[config.mk]
export PLATFORM = sky130hd
export DESIGN_NAME = uart_rx_ctrl
export DESIGN_NICKNAME = d
export VERILOG_FILES = /design/src/rtl/uart_pkg.sv /design/src/rtl/uart_rx_sync.sv /design/src/rtl/uart_rx_ctrl.sv
export SDC_FILE = /design/constraint.sdc
export NUM_CORES = 1
export LEC_CHECK = 0
export CORE_MARGIN = 3
export CORE_UTILIZATION = 54
export CTS_CLUSTER_DIAMETER = 60
export CTS_CLUSTER_SIZE = 12
export DETAILED_ROUTE_END_ITERATION = 16
export PLACE_DENSITY = 0.82
export SYNTH_ARGS = -nofsm -noshare
export SYNTH_HDL_FRONTEND = slang
export SYNTH_SLANG_ARGS = --single-unit
[constraint.sdc]
create_clock -name clk -period 2.35 [get_ports clk]
set_input_delay 0.235 -clock clk [delete_from_list [all_inputs] [get_ports clk]]
set_output_delay 0.235 -clock clk [all_outputs]
set_load 0.005 [all_outputs]
[src/rtl/uart_pkg.sv]
// Shared definitions for the UART receive path: default frame geometry and
// the receiver state encoding.
package uart_pkg;

  localparam int OVERSAMPLE_DEF = 16;
  localparam int DATA_BITS_DEF  = 8;

  typedef enum logic [1:0] {
    IDLE  = 2'd0,
    START = 2'd1,
    DATA  = 2'd2,
    STOP  = 2'd3
  } rx_state_e;

endpackage

[src/rtl/uart_rx_sync.sv]
// Two-flop synchronizer for the asynchronous serial line; resets to the idle
// (high) level so a reset never looks like a start bit.
module uart_rx_sync (
  input  logic clk,
  input  logic rst_n,
  input  logic i_d,
  output logic o_q
);

  logic r_meta;
  logic r_sync;

  // metastability filter: two back-to-back flops
  always_ff @(posedge clk or negedge rst_n) begin
    if (!rst_n) begin
      r_meta <= 1'b1;
      r_sync <= 1'b1;
    end else begin
      r_meta <= i_d;
      r_sync <= r_meta;
    end
  end

  assign o_q = r_sync;

endmodule

[src/rtl/uart_rx_ctrl.sv]
// Oversampling UART receiver: start-bit qualification at mid-bit, LSB-first
// data capture, stop-bit check and a valid/ready output holding register.
module uart_rx_ctrl
  import uart_pkg::*;
#(
  parameter int OVERSAMPLE = OVERSAMPLE_DEF,
  parameter int DATA_BITS  = DATA_BITS_DEF
) (
  input  logic                 clk,
  input  logic                 rst_n,
  input  logic                 tick16,
  input  logic                 rx,
  input  logic                 rx_ready,
  output logic [DATA_BITS-1:0] rx_data,
  output logic                 rx_valid,
  output logic                 frame_err,
  output logic                 overrun,
  output logic                 busy
);

  localparam int SW = $clog2(OVERSAMPLE);
  localparam logic [SW-1:0] SCNT_ZERO = {SW{1'b0}};
  localparam logic [SW-1:0] SCNT_ONE  = SW'(1);
  localparam logic [SW-1:0] SCNT_MID  = SW'(OVERSAMPLE / 2 - 1);
  localparam logic [SW-1:0] SCNT_END  = SW'(OVERSAMPLE - 1);
  localparam logic [2:0]    BIDX_LAST = 3'(DATA_BITS - 1);

  rx_state_e              r_state;
  logic [SW-1:0]          r_scnt;
  logic [2:0]             r_bidx;
  logic [DATA_BITS-1:0]   r_shift;
  logic [DATA_BITS-1:0]   r_data;
  logic                   r_valid;
  logic                   r_ferr;
  logic                   r_ovr;
  logic                   r_busy;

  logic                   w_rx_s;
  rx_state_e              w_state_nxt;
  logic [SW-1:0]          w_scnt_nxt;
  logic                   w_bidx_ld;
  logic                   w_bidx_clr;
  logic [2:0]             w_bidx_mux;
  logic                   w_shift_ld;
  logic                   w_done;
  logic                   w_ferr;

  uart_rx_sync u_sync (
    .clk   (clk),
    .rst_n (rst_n),
    .i_d   (rx),
    .o_q   (w_rx_s)
  );

  assign w_bidx_mux = w_bidx_clr ? 3'd0 : (r_bidx + 3'd1);

  // next-state and datapath controls; counters move only on tick16
  always_comb begin
    w_state_nxt = r_state;
    w_scnt_nxt  = r_scnt;
    w_bidx_ld   = 1'b0;
    w_bidx_clr  = 1'b0;
    w_shift_ld  = 1'b0;
    w_done      = 1'b0;
    w_ferr      = 1'b0;
    case (r_state)
      IDLE: begin
        if (!w_rx_s) begin
          w_state_nxt = START;
          w_scnt_nxt  = SCNT_ZERO;
          w_bidx_ld   = 1'b1;
          w_bidx_clr  = 1'b1;
        end else begin
          w_state_nxt = IDLE;
        end
      end
      START: begin
        if (tick16) begin
          if (r_scnt == SCNT_MID) begin
            w_scnt_nxt = SCNT_ZERO;
            if (!w_rx_s) begin
              w_state_nxt = DATA;
              w_bidx_ld   = 1'b1;
              w_bidx_clr  = 1'b1;
            end else begin
              w_state_nxt = IDLE;
            end
          end else begin
            w_scnt_nxt = r_scnt + SCNT_ONE;
          end
        end else begin
          w_state_nxt = START;
        end
      end
      DATA: begin
        if (tick16) begin
          if (r_scnt == SCNT_END) begin
            w_scnt_nxt = SCNT_ZERO;
            w_shift_ld = 1'b1;
            w_bidx_ld  = 1'b1;
            if (r_bidx == BIDX_LAST) begin
              w_state_nxt = STOP;
              w_bidx_clr  = 1'b1;
            end else begin
              w_bidx_clr  = 1'b0;
            end
          end else begin
            w_scnt_nxt = r_scnt + SCNT_ONE;
          end
        end else begin
          w_state_nxt = DATA;
        end
      end
      STOP: begin
        if (tick16) begin
          if (r_scnt == SCNT_END) begin
            w_scnt_nxt  = SCNT_ZERO;
            w_state_nxt = IDLE;
            if (w_rx_s) begin
              w_done = 1'b1;
            end else begin
              w_ferr = 1'b1;
            end
          end else begin
            w_scnt_nxt = r_scnt + SCNT_ONE;
          end
        end else begin
          w_state_nxt = STOP;
        end
      end
      default: begin
        w_state_nxt = IDLE;
        w_scnt_nxt  = SCNT_ZERO;
      end
    endcase
  end

  // all receiver state and registered outputs
  always_ff @(posedge clk or negedge rst_n) begin
    if (!rst_n) begin
      r_state <= IDLE;
      r_scnt  <= SCNT_ZERO;
      r_bidx  <= 3'd0;
      r_shift <= {DATA_BITS{1'b0}};
      r_data  <= {DATA_BITS{1'b0}};
      r_valid <= 1'b0;
      r_ferr  <= 1'b0;
      r_ovr   <= 1'b0;
      r_busy  <= 1'b0;
    end else begin
      r_state <= w_state_nxt;
      r_scnt  <= w_scnt_nxt;
      if (w_bidx_ld) begin
        r_bidx <= w_bidx_mux;
      end
      if (w_shift_ld) begin
        r_shift <= {w_rx_s, r_shift[DATA_BITS-1:1]};
      end
      r_ferr <= w_ferr;
      r_ovr  <= w_done && r_valid && !rx_ready;
      r_busy <= (w_state_nxt != IDLE);
      // a consumer handshake in the completion cycle frees the slot for the new byte
      if (w_done && (!r_valid || rx_ready)) begin
        r_data  <= r_shift;
        r_valid <= 1'b1;
      end else if (r_valid && rx_ready) begin
        r_valid <= 1'b0;
      end
    end
  end

  assign rx_data   = r_data;
  assign rx_valid  = r_valid;
  assign frame_err = r_ferr;
  assign overrun   = r_ovr;
  assign busy      = r_busy;

endmodule

==> metrics.txt, run 1 <==
status completed; nets 145; Post-synth ARST share 100.0%; gr usage total 18.16%; Post-Syn Area 0.001443 mm2; Core Area 0.002500 mm2; fin. max-slew vios 0; fillers 179; vias in the first global route 946; antenna cells 0; # IOs 17; synth warn 0; number of setup buffers added after CTS 0; cts repair resizes 0; period utilisation layout 82.71%; Max-Cap Viols 0; Vias/cell 5.768; Avg Inst Size Synth 12.12 um2; root cell of the clock tree clkbuf_4; CP Capture Type flop; share of layout cells above drive strength 1 23.19%; PD cells 840.2 mW/mm2; largest net degree at the start of global routing 32; P&R area growth vs syn 17.95%; worst slew pin tran 0.4737 ns; CP Data Required Time 2.57 ns; Starting Density 57.71%; top cells by area, synth dfrtp_1 (50%), mux2_2 (12%), dfstp_2 (3.6%); worst path arrival time 2.16 ns; I/O Buffers 16; Max Clock Skew 0.009836 ns; die area 0.003328 mm2; initial DRC count 14; Routed WL 2646 um; die height 57.69 um; detailed placer's ending HPWL 1853 um; predominant post-synthesis flop cell dfrtp_1; critical path class flop to flop; chip width 57.69 um; GP Congestion 0.7971; Hold WS 0.2705 ns; crit path time final 1.944 ns; TritonCTS sink count 31; final hold viol count 0; # hold bufs at CTS 0; first-pass GRT wire length 4429 um; most instantiated cells after synthesis dfrtp_1 (29), mux2_2 (16), a21oi_1 (8); Leak 0.0007526 uW; initial antenna violation count 0; count leader, synth dfrtp_1; Inst Count DP 160; Post-Syn Instances 119; TritonCTS buffer count 5; total number of vias 969; Pre-antenna DRT Iters 4; Routed WL per cell 15.75 um; startpoint types flop; Clock Pin Slew Worst Setup and Hold Paths 0.10 ns; Residual DRC 0; CP max FO 9; CTS tree done; Overflow after GRT 0; RSZ-0062 raised after global routing no; worst min path class input pin to async pin; number of flops mapped to enable cells by yosys 0; Yosys top cell area share 50.30%; f_max 514.5 MHz; clock buffer depth 2; # H-tree levels 2; Worst slew margin 68.42%; Antenna Violating Nets Remaining 0; area leader, netlist dfrtp_1; Syn Nets 127; Seq/Total Area, Yosys 53.95%; VDD IR max 0.7745 mV; later-pin clock latency in the skew report 0.33 ns; Yosys reg bits 31; Synth cell types 38; Final setup viols 0; setup tns final 0 ns; Rows 18; post-route insts no fill 168
-- through the flow --
step           power, uW  worst slack, ns  util [%]  instance area (um2)
2_1_floorplan      940.6           0.7109         -                 1443
3_3_place_gp       985.7           0.3409     64.61                 1615
3_5_place_dp        1001           0.2741     64.61                 1615
4_1_cts             1436           0.4006     68.07                 1702
5_1_grt             1520           0.2742     68.07                 1702
6_report            1430           0.4064     68.07                 1702
-- metal layers --
| layer | wire length [um] | vias to the layer above | global-route usage (%) |
|---|---|---|---|
| met4 | 53 | 0 | 7.947 |
| met1 | 1215 | 476 | 23.09 |
| met5 | 0 | - | 0 |
| met2 | 1269 | 17 | 27.90 |
| met3 | 108 | 6 | 6.682 |
| li1 | - | 470 | - |
-- registers in the layout, indices dropped and copies added, names as in the netlist --
| register | count |
|---|---|
| r_shift | 8 |
| rx_data | 8 |
| r_scnt | 4 |
| r_bidx | 3 |
| r_state | 2 |
| busy | 1 |
| frame_err | 1 |
| overrun | 1 |
| rx_valid | 1 |
| u_sync.o_q | 1 |
| u_sync.r_meta | 1 |
-- cells by family after synthesis --
family                     after synthesis  share of synthesized area [%]
DFF                                     31                          53.95
adders and majority gates                3                          2.602
buffers and inverters                   10                          3.556
xor gates and xnor gates                 1                         0.6072
and+or+nand+nor                         33                          15.53
muxes                                   17                          13.18
AOI/OAI and AO/OA                       24                          10.58
-- worst max-delay path, stage by stage (launching register included) --
cell     delay (ns)
dfrtp_1        0.42
ha_1           0.39
nand4_4        0.16
nor3b_4        0.46
mux2_2         0.39
-- placed cells by master (no fill, tap or decap), types with 2 or more instances in the layout --
cell type	count
dfstp_2	2
clkdlybuf4s50_1	16
inv_1	3
a211oi_1	3
mux2_2	16
nand2_1	5
and2_1	2
buf_4	2
ha_1	3
nand2b_1	2
nor2b_1	2
nor2_1	3
a21oi_1	8
nand3b_1	3
o21ai_0	5
nand4b_1	3
clkbuf_4	5
dfrtp_1	29
nand3_1	4
-- final cells by class --
| class | instances | area, um2 | share of cell area, % |
|---|---|---|---|
| clock buffer | 6 | 51.30 | 3.015 |
| inverter | 3 | 11.26 | 0.6618 |
| multi-input combinational | 78 | 613.1 | 36.03 |
| tap | 30 | 37.54 | 2.206 |
| timing repair buffer | 18 | 175.2 | 10.29 |
| clock inverter | 2 | 35.03 | 2.059 |
| sequential | 31 | 778.2 | 45.74 |
-- power breakdown --
part | switching (uW) | leakage [uW] | internal (uW)
registers | 124 | 0.000407 | 590
clock network | 185 | 0.0000482 | 251
logic | 138 | 0.000297 | 140
-- final timing paths --
| check | cells past startpoint | start | endpoint | slack, ns |
|---|---|---|---|---|
| max in group asynchronous | 2 | rst_n | u_sync.r_meta | 1.75 |
| worst max register to register | 4 | r_scnt[0] | rx_data[5] | 0.41 |
| worst min register to register | 0 | u_sync.r_meta | u_sync.o_q | 0.35 |
| min in group clk | 1 | rx | u_sync.r_meta | 0.32 |
| worst max-delay path | 4 | r_scnt[0] | rx_data[5] | 0.41 |
| worst min-delay path | 2 | rst_n | r_scnt[0] | 0.27 |
Power figures use the tool's default switching activity.
==> run 2, diff against run 1 <==
==> constraint.sdc (replaced) <==
create_clock -name clk -period 1.97 [get_ports clk]
set_input_delay 0.197 -clock clk [delete_from_list [all_inputs] [get_ports clk]]
set_output_delay 0.197 -clock clk [all_outputs]
set_load 0.005 [all_outputs]
==> metrics.txt, run 2 (synthesis results as in run 1) <==
Rows 18; die height 57.69 um; total placed instance area 0.001638 mm2; RSZ-0062 raised after global routing no; Clock Pin Slew Worst Setup and Hold Paths 0.10 ns; Worst setup startpoint r_scnt[0]; root cell of the clock tree clkbuf_4; detailed placer's ending HPWL 1893 um; Seq pwr share 47.0%; Design Area, Final 0.001747 mm2; CP max stage cell dfrtp_1; later-pin clock latency in the skew report 0.33 ns; TritonCTS buffer count 5; I/O Buffers 16; setup tns final 0 ns; most common cell after layout, fill and taps aside dfrtp_1; Switching Share 31.23%; Worst slew margin 73.20%; CP Capture Type flop; Clk pwr share 29.7%; final hold viol count 0; # IOs 17; Worst path max stage delay 0.43 ns; CP max FO 9; worst path arrival time 2.04 ns; antenna cells 0; nets 149; vias in the first global route 1005; initial antenna violation count 0; period utilisation layout 92.60%; fin. max-slew vios 0; P&R area growth vs syn 21.08%; Starting Density 57.71%; Net Switching 543.8 uW; total number of vias 984; Leak 0.0007742 uW; worst slew pin tran 0.3995 ns; die area 0.003328 mm2; PD cells 997.0 mW/mm2; reg-to-reg endpoint r_shift[6]; share of layout cells above drive strength 1 26.06%; largest net degree at the start of global routing 32; Pre-antenna DRT Iters 6; CTS tree done; GP Congestion 0.7701; commonest cells after routing, fill and taps aside dfrtp_1 (29), mux2_2 (16), clkdlybuf4s50_1 (16); Final setup viols 0; initial DRC count 26; reg2reg path depth 5; Max-Cap Viols 0; crit path time final 1.824 ns; CP Data Required Time 2.19 ns; top cell family by delay on the critical path simple AND/OR/NAND/NOR gates; status completed; startpoint types flop; Worst path depth 5; Inst Count DP 163; Final WS setup 0.1457 ns; Logic pwr share 23.3%; clock buffer depth 2; fillers 189; TritonCTS sink count 31; Vias/cell 5.721; first-pass GRT wire length 4595 um; gr usage total 18.45%; Core Area 0.002500 mm2; Residual DRC 0; # hold bufs at CTS 0; Critical Path End r_shift[6]; internal power component 1198 uW; Max Clock Skew 0.009267 ns; f_max 548.2 MHz; chip width 57.69 um; crit path cell chain ha_2 > nand3_1 > nor2_2 > buf_4 > mux2_2; Place WS 0.04078 ns; Routed WL per cell 15.26 um; VDD IR max 1.197 mV; post-route insts no fill 172; crit path buf inv count 1; Overflow after GRT 0; r2r startpoint r_scnt[0]; # H-tree levels 2; Routed WL 2625 um; Antenna Violating Nets Remaining 0; critical path class flop to flop; flop-to-flop setup slack 0.15 ns; worst min path class input pin to async pin; Design Power 1741 uW
[run 2: layout make-up]
class                      count  area (um2)  share of cell area [%]
clock inverter                 2       35.03                   2.006
sequential                    31       778.2                   44.56
multi-input combinational     78       615.6                   35.24
clock buffer                   6       51.30                   2.937
inverter                       3       11.26                  0.6447
tap                           30       37.54                   2.149
timing repair buffer          22       217.7                   12.46
[run 2: per-layer routing]
| metal | track usage, % | vias to the layer above | part of all wire (%) |
|---|---|---|---|
| li1 | - | 479 | - |
| met1 | 22.65 | 479 | 44 |
| met2 | 29.03 | 23 | 50 |
| met3 | 4.900 | 3 | 5.3 |
| met4 | 11.26 | 0 | 0.72 |
| met5 | 0 | - | 0 |
[run 2: worst min-delay path by stage]
stage	start	end	slack, ns
finish	rst_n	r_state[0]	0.23
global route	rst_n	r_bidx[2]	0.26
CTS	rst_n	r_bidx[2]	0.25
detailed placement	u_sync.r_meta	u_sync.o_q	0.35
global placement	u_sync.r_meta	u_sync.o_q	0.35
floorplan	rst_n	busy	-0.1
[run 2: metrics by stage]
stage | utilization (%) | hold WS (ns)
finish | 69.87 | 0.2284
global route | 69.87 | 0.2615
CTS | 68.97 | 0.2499
detailed placement | 65.52 | 0.3503
global placement | 65.52 | 0.3466
floorplan | - | -0.09859
[run 2: what timing repair did]
| item | CTS | global route |
|---|---|---|
| buffers inserted | 0 | 1 |
| resized for setup | 0 | 1 |
| setup endpoints to repair | 0 | 17 |
[run 2: power groups by stage]
stage / clock [uW] / combinational (uW) / sequential [uW]
CTS: 530 / 398 / 816
finish: 518 / 405 / 819
global route: 552 / 457 / 838
global placement: 0 / 376 / 819
detailed placement: 0 / 396 / 829
floorplan: 0 / 356 / 766
